--- src/rtl/acorn_init_engine_pkg.sv ---
// Shared ACORN-128 constants, FSM state type and bit-level helper functions
// used by the init engine and its single-step datapath.
package acorn_pkg;

  localparam int unsigned ACORN_STATE_W    = 293;
  localparam int unsigned ACORN_INIT_STEPS = 1792;
  localparam int unsigned ACORN_KEY_W      = 128;
  localparam int unsigned ACORN_IV_W       = 128;

  typedef enum logic [1:0] {
    IDLE = 2'd0,
    RUN  = 2'd1,
    DONE = 2'd2
  } acorn_fsm_e;

  function automatic logic acorn_maj(input logic x, input logic y, input logic z);
    return (x & y) ^ (x & z) ^ (y & z);
  endfunction

  function automatic logic acorn_ch(input logic x, input logic y, input logic z);
    return (x & y) ^ (~x & z);
  endfunction

  // Bits [6:0] of the step index give i, i-128 and i mod 128 in every range.
  function automatic logic acorn_mbit(input int unsigned i,
                                      input logic [ACORN_KEY_W-1:0] key,
                                      input logic [ACORN_IV_W-1:0]  iv);
    logic [6:0] b;
    b = i[6:0];
    if (i < 128)       return key[b];
    else if (i < 256)  return iv[b];
    else if (i == 256) return ~key[0];
    else               return key[b];
  endfunction

endpackage

--- src/rtl/acorn_init_engine_if.sv ---
// Start/done handshake and key/IV/state bus between the front end and the
// ACORN-128 init engine.
interface acorn_init_engine_if #(
  parameter int unsigned KEY_W   = 128,
  parameter int unsigned IV_W    = 128,
  parameter int unsigned STATE_W = 293
);
  logic               start;
  logic [KEY_W-1:0]   key_in;
  logic [IV_W-1:0]    iv_in;
  logic               abort;
  logic               ready;
  logic               busy;
  logic               done;
  logic               state_vld;
  logic [STATE_W-1:0] state_out;

  modport master (
    output start, key_in, iv_in, abort,
    input  ready, busy, done, state_vld, state_out
  );

  modport slave (
    input  start, key_in, iv_in, abort,
    output ready, busy, done, state_vld, state_out
  );
endinterface

--- src/rtl/acorn_init_engine_step.sv ---
// One ACORN-128 state update (state_update128): LFSR feedback, keystream bit,
// nonlinear feedback with message bit, then shift by one.
module acorn_step
  import acorn_pkg::*;
(
  input  logic [ACORN_STATE_W-1:0] s_i,
  input  logic                     mbit_i,
  input  logic                     ca_i,
  input  logic                     cb_i,
  output logic [ACORN_STATE_W-1:0] s_o
);
  logic [ACORN_STATE_W-1:0] u;
  logic                     ks;
  logic                     f;

  // Each LFSR tap reads pre-update values, matching the top-down in-place order.
  always_comb begin
    u      = s_i;
    u[289] = s_i[289] ^ s_i[235] ^ s_i[230];
    u[230] = s_i[230] ^ s_i[196] ^ s_i[193];
    u[193] = s_i[193] ^ s_i[160] ^ s_i[154];
    u[154] = s_i[154] ^ s_i[111] ^ s_i[107];
    u[107] = s_i[107] ^ s_i[66]  ^ s_i[61];
    u[61]  = s_i[61]  ^ s_i[23]  ^ s_i[0];
    ks = u[12] ^ u[154] ^ acorn_maj(u[235], u[61], u[193])
       ^ acorn_ch(u[230], u[111], u[66]);
    f  = u[0] ^ ~u[107] ^ acorn_maj(u[244], u[23], u[160])
       ^ (ca_i & u[196]) ^ (cb_i & ks) ^ mbit_i;
    s_o = {f, u[ACORN_STATE_W-1:1]};
  end
endmodule

--- src/rtl/acorn_init_engine.sv ---
// ACORN-128 initialization engine: loads key/IV and runs the 1792 init steps,
// P chained steps per clock, handing the state over with a done pulse.
module acorn_init_engine
  import acorn_pkg::*;
#(
  parameter int unsigned P          = 1,
  parameter int unsigned KEY_W      = ACORN_KEY_W,
  parameter int unsigned IV_W       = ACORN_IV_W,
  parameter int unsigned STATE_W    = ACORN_STATE_W,
  parameter int unsigned INIT_STEPS = ACORN_INIT_STEPS
) (
  input  logic           clk,
  input  logic           rst_n,
  acorn_init_engine_if.slave bus
);
  localparam int unsigned CNT_W = $clog2(INIT_STEPS + 1);

  if (KEY_W != ACORN_KEY_W) begin : g_bad_key
    $error("acorn_init_engine: KEY_W must be 128");
  end
  if (IV_W != ACORN_IV_W) begin : g_bad_iv
    $error("acorn_init_engine: IV_W must be 128");
  end
  if (STATE_W != ACORN_STATE_W) begin : g_bad_state
    $error("acorn_init_engine: STATE_W must be 293");
  end
  if (P < 1 || P > 32 || (INIT_STEPS % P) != 0) begin : g_bad_p
    $error("acorn_init_engine: P must be 1..32 and divide INIT_STEPS");
  end

  acorn_fsm_e         st_q, st_d;
  logic [CNT_W-1:0]   cnt_q, cnt_d;
  logic [KEY_W-1:0]   key_q, key_d;
  logic [IV_W-1:0]    iv_q, iv_d;
  logic [STATE_W-1:0] state_q, state_d;
  logic               vld_q, vld_d;

  logic [STATE_W-1:0] chain [0:P];
  logic [P-1:0]       mbit;

  assign chain[0] = state_q;

  for (genvar j = 0; j < P; j++) begin : g_step
    assign mbit[j] = acorn_mbit(32'(cnt_q) + 32'(j), key_q, iv_q);
    acorn_step u_step (
      .s_i    (chain[j]),
      .mbit_i (mbit[j]),
      .ca_i   (1'b1),
      .cb_i   (1'b1),
      .s_o    (chain[j+1])
    );
  end

  always_comb begin
    st_d    = st_q;
    cnt_d   = cnt_q;
    key_d   = key_q;
    iv_d    = iv_q;
    state_d = state_q;
    vld_d   = vld_q;
    unique case (st_q)
      IDLE: begin
        if (bus.start) begin
          st_d    = RUN;
          key_d   = bus.key_in;
          iv_d    = bus.iv_in;
          state_d = '0;
          cnt_d   = '0;
          vld_d   = 1'b0;
        end
      end
      RUN: begin
        if (bus.abort) begin
          st_d    = IDLE;
          state_d = '0;
          cnt_d   = '0;
          vld_d   = 1'b0;
        end else begin
          state_d = chain[P];
          cnt_d   = cnt_q + CNT_W'(P);
          if (cnt_q + CNT_W'(P) == CNT_W'(INIT_STEPS)) begin
            st_d  = DONE;
            vld_d = 1'b1;
          end
        end
      end
      DONE:    st_d = IDLE;
      default: st_d = IDLE;
    endcase
  end

  always_ff @(posedge clk or negedge rst_n) begin
    if (!rst_n) begin
      st_q    <= IDLE;
      cnt_q   <= '0;
      key_q   <= '0;
      iv_q    <= '0;
      state_q <= '0;
      vld_q   <= 1'b0;
    end else begin
      st_q    <= st_d;
      cnt_q   <= cnt_d;
      key_q   <= key_d;
      iv_q    <= iv_d;
      state_q <= state_d;
      vld_q   <= vld_d;
    end
  end

  assign bus.ready     = (st_q == IDLE);
  assign bus.busy      = (st_q == RUN);
  assign bus.done      = (st_q == DONE);
  assign bus.state_vld = vld_q;
  assign bus.state_out = state_q;
endmodule
--- src/flat_wrapper.sv ---
// flat-port wrapper written by rule: the top's interface ports become plain ports
module acorn_init_engine_flat import acorn_pkg::*;
#(
  parameter int unsigned P          = 1,
  parameter int unsigned KEY_W      = ACORN_KEY_W,
  parameter int unsigned IV_W       = ACORN_IV_W,
  parameter int unsigned STATE_W    = ACORN_STATE_W,
  parameter int unsigned INIT_STEPS = ACORN_INIT_STEPS
)
  (clk, rst_n, bus_start, bus_key_in, bus_iv_in, bus_abort, bus_ready, bus_busy, bus_done, bus_state_vld, bus_state_out);
  acorn_init_engine_if #(.KEY_W(KEY_W), .IV_W(IV_W), .STATE_W(STATE_W)) bus_i ();
  input  logic clk;
  input  logic rst_n;
  input wire logic [$bits(bus_i.start)-1:0] bus_start;
  input wire logic [$bits(bus_i.key_in)-1:0] bus_key_in;
  input wire logic [$bits(bus_i.iv_in)-1:0] bus_iv_in;
  input wire logic [$bits(bus_i.abort)-1:0] bus_abort;
  output wire logic [$bits(bus_i.ready)-1:0] bus_ready;
  output wire logic [$bits(bus_i.busy)-1:0] bus_busy;
  output wire logic [$bits(bus_i.done)-1:0] bus_done;
  output wire logic [$bits(bus_i.state_vld)-1:0] bus_state_vld;
  output wire logic [$bits(bus_i.state_out)-1:0] bus_state_out;
  assign bus_i.start = bus_start;
  assign bus_i.key_in = bus_key_in;
  assign bus_i.iv_in = bus_iv_in;
  assign bus_i.abort = bus_abort;
  assign bus_ready = bus_i.ready;
  assign bus_busy = bus_i.busy;
  assign bus_done = bus_i.done;
  assign bus_state_vld = bus_i.state_vld;
  assign bus_state_out = bus_i.state_out;
  acorn_init_engine #(.P(P), .KEY_W(KEY_W), .IV_W(IV_W), .STATE_W(STATE_W), .INIT_STEPS(INIT_STEPS)) u_core (.clk(clk), .rst_n(rst_n), .bus(bus_i));
endmodule
--- config.mk ---
export PLATFORM = sky130hd
export DESIGN_NAME = acorn_init_engine_flat
export DESIGN_NICKNAME = d
export VERILOG_FILES = /design/src/rtl/acorn_init_engine_pkg.sv /design/src/rtl/acorn_init_engine_if.sv /design/src/rtl/acorn_init_engine_step.sv /design/src/rtl/acorn_init_engine.sv /design/src/flat_wrapper.sv
export SDC_FILE = /design/constraint.sdc
export NUM_CORES = 1
export LEC_CHECK = 0
export BUFFER_PORTS_ARGS = -buffer_cell sky130_fd_sc_hd__buf_2
export CAP_MARGIN = 20
export CELL_PAD_IN_SITES_DETAIL_PLACEMENT = 1
export CELL_PAD_IN_SITES_GLOBAL_PLACEMENT = 1
export CORE_MARGIN = 3
export CORE_UTILIZATION = 45
export CTS_BUF_LIST = sky130_fd_sc_hd__clkbuf_8
export DETAILED_ROUTE_END_ITERATION = 10
export HOLD_SLACK_MARGIN = 0.02
export PLACE_DENSITY_LB_ADDON = 0.08
export SLEW_MARGIN = 20
export SYNTH_ARGS = -nofsm -noshare
export SYNTH_HDL_FRONTEND = slang
export SYNTH_SLANG_ARGS = --single-unit
export TNS_END_PERCENT = 50
--- constraint.sdc ---
create_clock -name clk -period 3.11 [get_ports clk]
set_input_delay 0.622 -clock clk [delete_from_list [all_inputs] [get_ports clk]]
set_output_delay 0.622 -clock clk [all_outputs]
set_load 0.03 [all_outputs]
* After elaboration in Yosys (flattened, before gate mapping)
Cells that the tools add are included.
Storage, ports and cells: register bits 563, input bits 260, output and inout bits 297, word-level logic and storage cells 79
Operators by class: add/subtract/negate cells 1, order comparisons 3, equality and inequality tests 6, mux-type cells 21, bitwise logic cells 36, reduce and logical (&&, ||, !) cells 6
Operators by type and width (count):
- 2-to-1 mux 293 bit | 2
- one-hot mux 293 bit (2 select lines) | 1
- bitwise XOR 1 bit | 25
- 2-to-1 mux 11 bit | 2
- one-hot mux 11 bit (2 select lines) | 1
- binary-select mux 1 bit (select 7 bit) | 2
- adder 11 x 1 -> 11 bit (second input constant) | 1
- equality test 11 bit (second input constant) | 1
- equality test 11 x 9 -> 1 bit (second input constant) | 1
- < comparator 11 x 8 -> 1 bit (second input constant) | 1
- < comparator 11 x 9 -> 1 bit (second input constant) | 1
- AND 1 bit | 8
- < comparator 7 x 8 -> 1 bit (second input constant) | 1
- 2-to-1 mux 1 bit | 8
- 2-to-1 mux 2 bit | 3
- AND reduction 2 bit | 3
- one-hot mux 2 bit (2 select lines) | 1
- != test 3 x 2 -> 1 bit (second input constant) | 1
- inverter 1 bit | 3
- AND reduction 3 bit | 1
- equality test 2 x 1 -> 1 bit (second input constant) | 1
- equality test 2 bit (second input constant) | 1
- logical NOT 2 bit | 1
- != test 2 bit (second input constant) | 1
- other kinds (2) | 2

* Depth between registers and ports, before layout
depth after elaboration 11, gate-level depth with buffers 12, depth with buffers taken out 9

* Modules after synthesis
From an unflattened synthesis, not the netlist that was laid out.
Unflattened totals: cells, all modules 2082, area, all modules 27294.9 µm²
Modules (own cells, without submodules):
- acorn_init_engine | times used 1, cells each 1771, area each 24883.9 µm², seq. area each 14088.5 µm²
- acorn_step | times used 1, cells each 311, area each 2411.1 µm², seq. area each 0.0 µm²

* Worst setup path before layout
OpenSTA, ideal clock, no wires.
path type reg2reg, start register u_core.cnt_q[1], end register u_core.state_q[292] (netlist: u_core.bus.state_out[292]), setup time 0.130 ns, arrival time 2.383 ns, required time 2.980 ns, path slack 0.597 ns, cell stages (with the launch flop) 11, path buffers 2, clock period less this slack 2.513 ns, path through dfrtp_1 > buf_2 > buf_1 > mux4_2 > mux2i_1 > nor2_1 > a2111oi_0 > o211ai_1 > a32oi_1 > xnor2_1 > o21ai_1
On the way: cells in the longest elaborated chain, start to end 8, elaborated cells on any way between the ends 13, classes of those cells order compare (2); eq/ne (1); mux (9); bitwise (1)
Ends and longest elaborated chain:
- start: declaration | RTL line acorn_init_engine.sv:32 | logic [CNT_W-1:0] cnt_q, cnt_d;
- start signal: assignment | RTL line acorn_init_engine.sv:102 | cnt_q <= cnt_d;
- binary-select mux 1 bit (select 7 bit) | RTL line acorn_init_engine_pkg.sv:30, acorn_init_engine_pkg.sv:33
- 2-to-1 mux 1 bit (not written as such) | RTL line acorn_init_engine_pkg.sv:30, acorn_init_engine_pkg.sv:33
- 2-to-1 mux 1 bit | RTL line acorn_init_engine_pkg.sv:32 | else if (i == 256) return ~key[0];
- 2-to-1 mux 1 bit | RTL line acorn_init_engine_pkg.sv:31 | else if (i < 256) return iv[b];
- 2-to-1 mux 1 bit * | RTL line acorn_init_engine_pkg.sv:30 | if (i < 128) return key[b];
- bitwise XOR 1 bit * | RTL line acorn_init_engine_step.sv:28 | ^ (ca_i & u[196]) ^ (cb_i & ks) ^ mbit_i;
- 2-to-1 mux 293 bit * | RTL line acorn_init_engine.sv:73 | if (bus.abort) begin
- one-hot mux 293 bit (2 select lines) * | RTL line acorn_init_engine.sv:61 | unique case (st_q)
- end signal: assignment | RTL line acorn_init_engine.sv:105 | state_q <= state_d;
- end: declaration | RTL line acorn_init_engine.sv:35 | logic [STATE_W-1:0] state_q, state_d;
Mark *: on every way between the ends. The rest lies on a longest branch, timed or not. The select of a mux whose other input is x is not followed. A chain may end at the register's enable or synchronous reset.

* Final worst setup path
start register u_core.cnt_q[0], end register u_core.state_q[292] (netlist: u_core.bus.state_out[292])
Same word-level chain as after synthesis.

==> reports/metrics.yaml <==
hold_viol: 0
min_from: "bus_key_in[110]"
hold_slack_ns: 0.180
synth_top_area_share_pct: 61.7
cts_tree: "done"
chipHeight_um: 231
antenna_found_initial: 7
synth_cell_types: 53
drt-wirelength-per-cell_um: 24.4
multi_input_area_sq_mm: 0.00823
clock_latency_ns: 0.67
syn_area_per_cell_sq_um: 15.2
layout_setup_ws_ns: 0.222
synth_seq_cells: 563
status: "complete, no violations"
htreeDepth: 3
critPathKind: "reg -> reg"
yosysWarnings: 0
drt_iter0_drc: 957
clkSlewWorstSetupHoldPaths_ns: 0.06
netlist_area_sq_mm: 0.0228
placed_cell_area_sq_mm: 0.0265
powerDensity_mw_per_mm2: 626
row_count: 81
grt_pass1_vias: 16700
hp-class: "in -> reg"
route.antenna.remaining_nets: 0
core-area_sq_mm: 0.0496
fmax_mhz: 346
initial_core_util_pct: 46.1
ir_worst_vdd_v: 0.000421
grt_max_degree: 171
design_area_sq_mm: 0.0285
whs_path_depth: 2
required_ns: 3.61
die_w_um: 231
dr_total_vias: 15700
synthToLayoutAreaGrowth_pct: 24.6
critPathCaptureType: "flop"
synth-edff-count: 0
slew_headroom_pct: 49.0
post-place-ws_ns: 0.0917
die_area_sq_mm: 0.0535
setup_viol: 0
overflow: 0
synthFlopType: "dfrtp_1"
syn_inst: 1500
period_needed_ns: 2.89
max_cap_violations: 0
rr_endpoint: "u_core.bus.state_out[292]"
wl_mm: 68.6
route.detailed.drc: 0
synth_area_leaders: "dfrtp_1, mux2_2, a22o_1"
cp_max_fo: 28
finalMaxSlewViolations: 0
leakage_nw: 14.0
cts_buffers: 94
r2r-start: "u_core.cnt_q[0]"
fill_cells: 4947
ys_seq_area_share_pct: 61.7
fin_setup_tns_ns: 0
ff_latch_area_sq_mm: 0.0141
first_pass_iters: 4
grt_usage_pct: 25.5
grt_pass1_wl_mm: 105
synthArstFlopShare_pct: 100
tightestPinTransition_ns: 0.765
io_buffers: 556
rsz0062_at_grt: "false"
cts.sinks: 563
drive_gt1_share_pct: 49.7
cts-root-buf: "clkbuf_8"
whs_endpoint: "u_core.key_q[110]"
reg2reg_setup_slack_ns: 0.22
reg2regPathDepth: 9
crit_arrival_ns: 3.39
yosysTopAreaCell: "dfrtp_1"
io_pins: 557
dp_hpwl_mm: 49.8
fin_crit_sh_pct: 92.9
fin_worst_skew_ns: 0.0259
syn_nets: 1762
worstSetupStartpointType: "flop"
gp_congestion: 0.833
fin_nets: 2336
vias_per_cell: 5.58
clk_path_buf_depth: 3
[cell usage after synthesis (5+ instances only)]
| master | n |
|---|---|
| a22o_1 | 289 |
| xnor2_1 | 17 |
| mux4_2 | 59 |
| a31oi_1 | 5 |
| xor2_1 | 6 |
| clkbuf_1 | 97 |
| buf_2 | 6 |
| nor2_1 | 23 |
| mux2i_1 | 20 |
| mux2_2 | 262 |
| mux4_1 | 6 |
| buf_1 | 16 |
| dfrtp_1 | 563 |
| nand3_1 | 7 |
| o21ai_0 | 25 |
| nand4_1 | 5 |
| nand2_1 | 30 |
[sequential cells by signal, summed over array words and instances, names as in the netlist]
register,cells
u_core.key_q,128
u_core.bus.state_vld,1
u_core.cnt_q,11
u_core.iv_q,128
u_core.bus.state_out,293
u_core.st_q,2
[stage by stage]
step                      util [%]  instances  total power, mW
after floorplan                  -       1500             10.3
after global placement        53.5       2641             11.2
after detailed placement      53.5       2641             11.3
after CTS                     57.4       2805             18.0
after global routing          57.4       2810             18.7
final                         57.4       2810             17.8
[placed cells by master (no fill, tap or decap), types with 2 or more instances in the layout]
| cell | synthesis | final |
|---|---|---|
| diode_2 | 0 | 5 |
| nor2_1 | 23 | 23 |
| clkbuf_8 | 0 | 119 |
| and2_1 | 3 | 2 |
| buf_12 | 1 | 16 |
| ha_1 | 2 | 2 |
| mux2i_1 | 20 | 20 |
| dfrtp_2 | 0 | 2 |
| buf_2 | 6 | 555 |
| nor3_1 | 3 | 3 |
| o22ai_1 | 2 | 2 |
| buf_4 | 1 | 29 |
| dfrtp_1 | 563 | 560 |
| maj3_1 | 2 | 2 |
| o41ai_1 | 3 | 3 |
| a2111oi_2 | 2 | 2 |
| mux4_2 | 59 | 59 |
| xor2_1 | 6 | 6 |
| nand4_1 | 5 | 5 |
| inv_1 | 3 | 35 |
| o21ai_0 | 25 | 25 |
| o211ai_1 | 4 | 4 |
| a21oi_1 | 4 | 4 |
| mux4_1 | 6 | 6 |
| mux2_2 | 262 | 262 |
| xnor2_1 | 17 | 17 |
| clkinv_2 | 0 | 6 |
| or3_1 | 2 | 2 |
| nor4_1 | 2 | 2 |
| nand3_1 | 7 | 7 |
| a22o_1 | 289 | 289 |
| a31oi_1 | 5 | 5 |
| bufinv_16 | 0 | 4 |
| nand2_1 | 30 | 30 |
| nor2b_1 | 4 | 3 |
[kinds of logic after synthesis]
group	count (synthesis)	synth area share, %
and+or+nand+nor	88	1.83
DFF	563	61.7
adders and majority gates	4	0.197
buffers and inverters	129	2.37
AOI/OAI and AO/OA	345	12.7
muxes	348	20.4
xor gates and xnor gates	23	0.882
[worst max-delay path: stages (launching register included)]
cell and delay [ns]:
dfrtp_4 0.49, buf_12 0.26, mux4_2 0.53, mux2i_1 0.15
nor2_1 0.05, a2111oi_1 0.50, o211ai_1 0.24, a32oi_1 0.28
xnor2_1 0.14, o21ai_1 0.08
[layout make-up]
class	count	share of cell area, %
diodes	5	0.0440
clock buffers	119	5.75
clock inverters	44	1.02
inverters	4	0.0528
multi-input cells	808	28.9
flip-flops and latches	563	49.5
well taps	664	2.92
repair buffers	603	11.8
[power breakdown]
| part | switching, mW | internal, mW | leakage, nW |
|---|---|---|---|
| registers | 0.479 | 8.10 | 7.27 |
| clock network | 2.93 | 3.75 | 1.12 |
| logic | 1.14 | 1.42 | 5.62 |
| total | 4.55 | 13.3 | 14.0 |
[worst max-delay path by stage]
| stage | start | to | slack, ns | depth (start not counted) |
|---|---|---|---|---|
| 3_3_place_gp | u_core.cnt_q[0] | u_core.bus.state_out[292] | 0.23 | 9 |
| 2_1_floorplan | u_core.cnt_q[1] | u_core.bus.state_out[292] | 0.60 | 10 |
| 3_5_place_dp | u_core.cnt_q[0] | u_core.bus.state_out[292] | 0.09 | 9 |
| 6_report | u_core.cnt_q[0] | u_core.bus.state_out[292] | 0.22 | 9 |
| 4_1_cts | u_core.cnt_q[0] | u_core.bus.state_out[292] | 0.07 | 9 |
| 5_1_grt | u_core.cnt_q[1] | u_core.bus.state_vld | 0.01 | 10 |
[metal layers]
layer  wire, um  share of wire, %  global-route usage (%)  up-vias
met1      28100                41                    32.9     8265
met5          7             0.010                       0        -
met3       4160               6.1                    6.71      108
met4       1850               2.7                    8.23        2
li1           -                 -                       -     6855
met2      34500                50                    42.3      456
[timing repair]
action	4_1_cts	5_1_grt
hold endpoints to repair	50	0
setup endpoints to repair	0	2
hold buffers	1	0
buffers inserted	0	0
gates resized for setup	0	2
Power figures use the tool's default switching activity.
